### src/rtl/input_debounce.sv
// Synchronizes and debounces DE10-Standard keys/switches for the audio_system PIOs.
// Optional switch debouncing is enabled by defining INPUT_DEBOUNCE_SW_EN.
module input_debounce #(
    parameter int N_KEYS          = 4,
    parameter int N_SW            = 10,
    parameter int DEBOUNCE_CYCLES = 1000000
) (
    input  logic              clk_clk,
    input  logic              reset_reset,
    input  logic [N_KEYS-1:0] key_n,
    input  logic [N_SW-1:0]   sw,
    output logic [31:0]       key_external_export,
    output logic [31:0]       switch_external_export,
    output logic [N_KEYS-1:0] key_press_pulse
);

    localparam int CW = (DEBOUNCE_CYCLES > 1) ? $clog2(DEBOUNCE_CYCLES) : 1;
    localparam logic [CW-1:0] CNT_MAX = CW'(DEBOUNCE_CYCLES - 1);

    logic [N_KEYS-1:0] key_s1_q, key_s1_d, key_s2_q, key_s2_d;
    logic [N_SW-1:0]   sw_s1_q, sw_s1_d, sw_s2_q, sw_s2_d;
    logic [N_KEYS-1:0] key_lvl;
    logic [N_KEYS-1:0] key_stab;
    logic [N_SW-1:0]   sw_stab;

    always_comb begin
        key_s1_d = key_n;
        key_s2_d = key_s1_q;
        sw_s1_d  = sw;
        sw_s2_d  = sw_s1_q;
    end

    // Synchronizers reset to the "released" raw level of each input kind.
    always_ff @(posedge clk_clk) begin
        if (reset_reset) begin
            key_s1_q <= '1;
            key_s2_q <= '1;
            sw_s1_q  <= '0;
            sw_s2_q  <= '0;
        end else begin
            key_s1_q <= key_s1_d;
            key_s2_q <= key_s2_d;
            sw_s1_q  <= sw_s1_d;
            sw_s2_q  <= sw_s2_d;
        end
    end

    assign key_lvl = ~key_s2_q;

    genvar gi;
    generate
        for (gi = 0; gi < N_KEYS; gi++) begin : g_key
            logic [CW-1:0] cnt_q, cnt_d;
            logic          stab_q, stab_d;
            logic          pulse_q, pulse_d;

            // Any sample matching the accepted level restarts the count.
            always_comb begin
                cnt_d  = cnt_q;
                stab_d = stab_q;
                if (key_lvl[gi] == stab_q) begin
                    cnt_d = '0;
                end else if (cnt_q == CNT_MAX) begin
                    stab_d = key_lvl[gi];
                    cnt_d  = '0;
                end else begin
                    cnt_d = cnt_q + CW'(1);
                end
                pulse_d = stab_d & ~stab_q;
            end

            always_ff @(posedge clk_clk) begin
                if (reset_reset) begin
                    cnt_q   <= '0;
                    stab_q  <= 1'b0;
                    pulse_q <= 1'b0;
                end else begin
                    cnt_q   <= cnt_d;
                    stab_q  <= stab_d;
                    pulse_q <= pulse_d;
                end
            end

            assign key_stab[gi]        = stab_q;
            assign key_press_pulse[gi] = pulse_q;
        end
    endgenerate

`ifdef INPUT_DEBOUNCE_SW_EN
    generate
        for (gi = 0; gi < N_SW; gi++) begin : g_sw
            logic [CW-1:0] cnt_q, cnt_d;
            logic          stab_q, stab_d;

            always_comb begin
                cnt_d  = cnt_q;
                stab_d = stab_q;
                if (sw_s2_q[gi] == stab_q) begin
                    cnt_d = '0;
                end else if (cnt_q == CNT_MAX) begin
                    stab_d = sw_s2_q[gi];
                    cnt_d  = '0;
                end else begin
                    cnt_d = cnt_q + CW'(1);
                end
            end

            always_ff @(posedge clk_clk) begin
                if (reset_reset) begin
                    cnt_q  <= '0;
                    stab_q <= 1'b0;
                end else begin
                    cnt_q  <= cnt_d;
                    stab_q <= stab_d;
                end
            end

            assign sw_stab[gi] = stab_q;
        end
    endgenerate
`else
    assign sw_stab = sw_s2_q;
`endif

    always_comb begin
        key_external_export                = '0;
        key_external_export[N_KEYS-1:0]    = key_stab;
        switch_external_export             = '0;
        switch_external_export[N_SW-1:0]   = sw_stab;
    end

endmodule

### config.mk
export PLATFORM = sky130hd
export DESIGN_NAME = input_debounce
export DESIGN_NICKNAME = d
export VERILOG_FILES = /design/src/rtl/input_debounce.sv
export SDC_FILE = /design/constraint.sdc
export NUM_CORES = 1
export LEC_CHECK = 0
export CAP_MARGIN = 20
export CORE_MARGIN = 2
export CORE_UTILIZATION = 55
export DETAILED_ROUTE_END_ITERATION = 6
export PLACE_DENSITY_LB_ADDON = 0.08
export SLEW_MARGIN = 20
export SYNTH_ARGS = -nofsm -noshare
export SYNTH_HDL_FRONTEND = slang
export SYNTH_SLANG_ARGS = --single-unit
### constraint.sdc
create_clock -name clk_clk -period 5.45 [get_ports clk_clk]
set_input_delay 0.8175 -clock clk_clk [delete_from_list [all_inputs] [get_ports clk_clk]]
set_output_delay 0.8175 -clock clk_clk [all_outputs]
set_load 0.02 [all_outputs]
======== After elaboration in Yosys (flattened, before gate mapping) ========
Cells that the tools add are included.
word-level totals
  bits in registers ....................... 116
  input port bits ......................... 16
  output and inout port bits .............. 68
  logic and storage cells ................. 49
operators by class
  add/sub/neg operators ................... 4
  equal/unequal tests ..................... 8
  muxes and demuxes ....................... 8
  bitwise logic cells ..................... 9
  reductions and logical operators ........ 4
operator list
  kind                                            count
  adder 20 x 1 -> 20 bit (second input constant)  4
  == test 20 bit (second input constant)          4
  OR reduction 3 bit                              4
  two-way mux 1 bit                               8
  AND 1 bit                                       4
  == test 1 bit                                   4
  inverter 1 bit                                  4
  inverter 4 bit                                  1

======== Depth between registers and ports, before layout ========
  depth in word-level cells ............... 4
  mapped depth ............................ 7
  depth with buffers taken out ............ 5

======== Worst setup path before layout ========
Ideal clock, no wire load.
  kind .................................... register to register
  start point ............................. reg g_key[1].cnt_q[0]
  end point ............................... reg g_key[1].cnt_q[10]
  setup time .............................. 115 ps
  arrival time ............................ 1738 ps
  data required time ...................... 5335 ps
  slack ................................... 3597 ps
  cell stages (with the launch flop) ...... 7
  buffers on the path ..................... 1
  clock period less this slack ............ 1853 ps
  path through ............................ dfxtp_1 > ha_1 > nand3_2 > or4_4 > o21ai_4 > buf_6 > nor2_1
between the ends
  word-level cells in the longest chain between the ends .. 2
  elaborated cells between the ends (all ways) .. 3
  those cells by class .................... add/sub (1); eq/ne (1); reduce/logical (1)
RTL lines
  item                                                                            RTL line  text
  from (decl)                                                                     53        logic [CW-1:0] cnt_q, cnt_d;
  from (signal assigned)                                                          78        cnt_q <= cnt_d;
  parallel branches: the longest is 2 deep, another holds adder 20 x 1 -> 20 bit  -
Parallel ways; which one is timed is not known.
A chain may end at the register's enable or synchronous reset.

======== Worst setup path after layout ========
  start point ............................. reg g_key[2].stab_q
  end point ............................... out key_external_export[2]
RTL lines
  item                    RTL line  text
  from (decl)             54        logic stab_q, stab_d;
  from (signal assigned)  79        stab_q <= stab_d;
  to (decl)               12        output logic [31:0] key_external_export,
No word-level cell between the ends.

==> out/qor.txt <==
# rows = 35
Crit Path Class = reg -> out
Layout Nets = 620
Final setup violating endpoints = 0
Max cap viols = 0
Worst Setup SP = g_key[2].stab_q
Synth top area cells = dfxtp_1 45%, buf_4 8.6%, xnor2_1 5.3%
Critical Path Max Stage Delay = 0.65 ns
# diodes = 0
Post-synthesis cell area = 5140 sq um
Clock root buffer = clkbuf_8
Synth-to-Final Area Change = 14.6%
First-pass DRT Iterations = 4
Synth top area share = 0.451
Number of global-route vias before repair = 3,460
PortBufs = 33
Iteration-0 DRC count of the detailed router = 80
CTS tree = done
R2r endpoint = g_key[1].cnt_q[7]
Pre-CTS WS = 3.08 ns
HP Class = reg -> reg
Final Hold Violating Endpoints = 0
Worst Path Required = 4.63 ns
Post-route minimum period = 2.36 ns
Peak Freq = 424 MHz
Die Width = 101 um
Initial core utilization = 0.562
Crit start category = flop
Grt total ovfl = 0
Relative slew margins = 0.506
Clock sink count = 116
Routed wire per std cell = 12.3 um
Die area = 10,100 sq um
GR Util All Layers = 0.190
Via count = 3,760
Residual DRC = 0
Post-synth EDFFs = 0
Final setup margin = 3.09 ns
Slew Viols, Final = 0
PostCTS Resize Cnt = 0
DP Wirelength = 6060 um
Hold buffers post-CTS = 0
Register area share after synthesis = 0.451
Syn Area/Cell = 9.06 sq um
Setup_tns = 0 ns
I/O Pins = 84
CTS buffer count = 17
Clock slew at reported path FFs = 0.05 ns
Syn Inst Count = 568
Bufs and invs on worst path = 1
RSZ-0062 raised after global routing = false
Critical path's slowest cell = clkdlybuf4s50_1
Endpoint class of the critical path = output port
Worst Reg-to-Reg Cells = 5
Initial antenna violation count = 0
Leakage = 0.00197 uW
Antenna-violating nets left = 0
Crit path DAT = 1.54 ns
CP cell instances = clkdlybuf4s50_1
Setup crit end = key_external_export[2]
Worst-path fanout max = 4
Cell Area, Placed = 5320 sq um
Stages on worst setup path = 1
YS warnings = 0
Number of synthesized register bits = 116
CP top delay family = buffers and inverters
Worst Tran Pin Value = 0.741 ns
First-pass GRT wire length = 15,300 um
Drt via density = 5.19
Main synth FF type = dfxtp_1
Fraction of layout cells with a size suffix above 1 = 0.0946
Post-CTS setup buffer count = 0
Post-synth ARST share = 0
Final period utilization = 0.433
Clock skew = 0.00545 ns
Die Ht = 101 um
R2R Path Start = g_key[1].cnt_q[0]
Run status = finished clean
Flop2flop setup slack = 3.34 ns
Routed WL = 8920 um
Core area = 9150 sq um
Yosys cell types = 42
Fin area = 5890 sq um
Largest net degree at the start of global routing = 41
H-tree depth = 4
Worst-Skew Late Latency = 0.51 ns
Max VDD drop = 176 uV
Dominant cell type by area after synthesis = dfxtp_1
Clock Path Buffers = 2
PwrDens = 337 nW/um^2
GPL Wtd Cong = 0.839
-- registers in the layout, summed over array words and instances (netlist names) --
register / flops
g_key.cnt_q: 80
g_key.pulse_q: 4
g_key.stab_q: 4
key_s1_q: 4
key_s2_q: 4
sw_s1_q: 10
sw_s2_q: 10
-- cells in the final DEF, fill, tap and decap left out, drive strengths merged, types with 2 or more instances in the layout --
master / netlist / routed
dfxtp: 116 / 116
nor2: 68 / 68
conb: 1 / 50
clkdlybuf4s50: 0 / 33
xnor2: 31 / 31
nand3: 28 / 28
a21oi: 25 / 25
nand4: 25 / 25
xor2: 24 / 24
nor2b: 21 / 21
nand2: 20 / 20
clkbuf: 10 / 20
o21ai: 19 / 19
or3: 15 / 15
inv: 14 / 14
nor4: 12 / 12
nor3: 12 / 12
or2: 11 / 11
and3: 8 / 8
or4: 8 / 8
clkinvlp: 0 / 7
and4: 5 / 5
o31ai: 5 / 5
and2: 5 / 5
nor4b: 4 / 4
ha: 4 / 4
nor3b: 3 / 3
nand4b: 3 / 3
buf: 62 / 3
clkinv: 0 / 3
a31o: 2 / 2
and4b: 2 / 2
bufinv: 0 / 2
or4b: 2 / 2
-- synth_stat cells, drive strengths merged, types with 5 or more instances --
library cell and count:
a21oi 25, and3 8, xor2 24, nand2 20
and2 5, nor2 68, nor2b 21, or3 15
and4 5, inv 14, nor4 12, dfxtp 116
xnor2 31, nand3 28, buf 62, clkbuf 10
nor3 12, o21ai 19, or4 8, o31ai 5
or2 11, nand4 25
-- where the power goes --
part,switching (uW),internal (uW),total [uW]
Clock,379,671,1050
Combinational,48.9,22.0,71.0
Sequential,3.58,859,863
Total,431,1550,1980
-- area by class of cell --
class / instances / area [sq um]
Sequential cell: 116 / 2320
Multi-Input combinational cell: 415 / 2450
Clock buffer: 20 / 445
Fill cell: 770 / 3260
Inverter: 14 / 52.6
Tap cell: 111 / 139
Clock inverter: 12 / 131
Timing Repair Buffer: 36 / 353
-- cells by family (layout without fill, tap and decap cells) --
logic type / count (synthesis) / in the layout / share of synthesized area
AND/OR/NAND/NOR: 254 / 254 / 0.279
buffers and inverters: 86 / 82 / 0.108
XOR/XNOR: 55 / 55 / 0.0937
flip-flops: 116 / 116 / 0.451
other: 1 / 50 / 0.000729
adder cells (fa/ha/maj): 4 / 4 / 0.00973
AO/OA/AOI/OAI: 52 / 52 / 0.0581
-- through the flow --
step                total power (uW)  instances  utilization  hold WS, ns
finish                          1980        724        0.644        0.407
global route                    2050        724        0.644        0.420
CTS                             2010        724        0.644        0.406
detailed placement               951        692        0.581        0.392
global placement                 951        692        0.581        0.392
floorplan                        958        617            -        0.389
-- how the worst min path moves through the flow --
stage / depth (start not counted) / slack [ns] / start / to
finish: 1 / 0.41 / key_s1_q[1] / key_s2_q[1]
global route: 1 / 0.42 / key_s1_q[2] / key_s2_q[2]
CTS: 1 / 0.41 / key_s1_q[1] / key_s2_q[1]
detailed placement: 1 / 0.39 / key_s1_q[1] / key_s2_q[1]
global placement: 1 / 0.39 / key_s1_q[2] / key_s2_q[2]
floorplan: 1 / 0.39 / key_s1_q[0] / key_s2_q[0]
-- routing by layer --
layer  global-route usage  vias to the layer above  share of wire
met1                0.226                     1747           0.47
met4               0.0727                        0          0.015
met5                    0                        -              0
li1                     -                     1920              -
met3               0.0631                       16          0.039
met2                0.319                       77           0.48
Power figures use the tool's default switching activity.
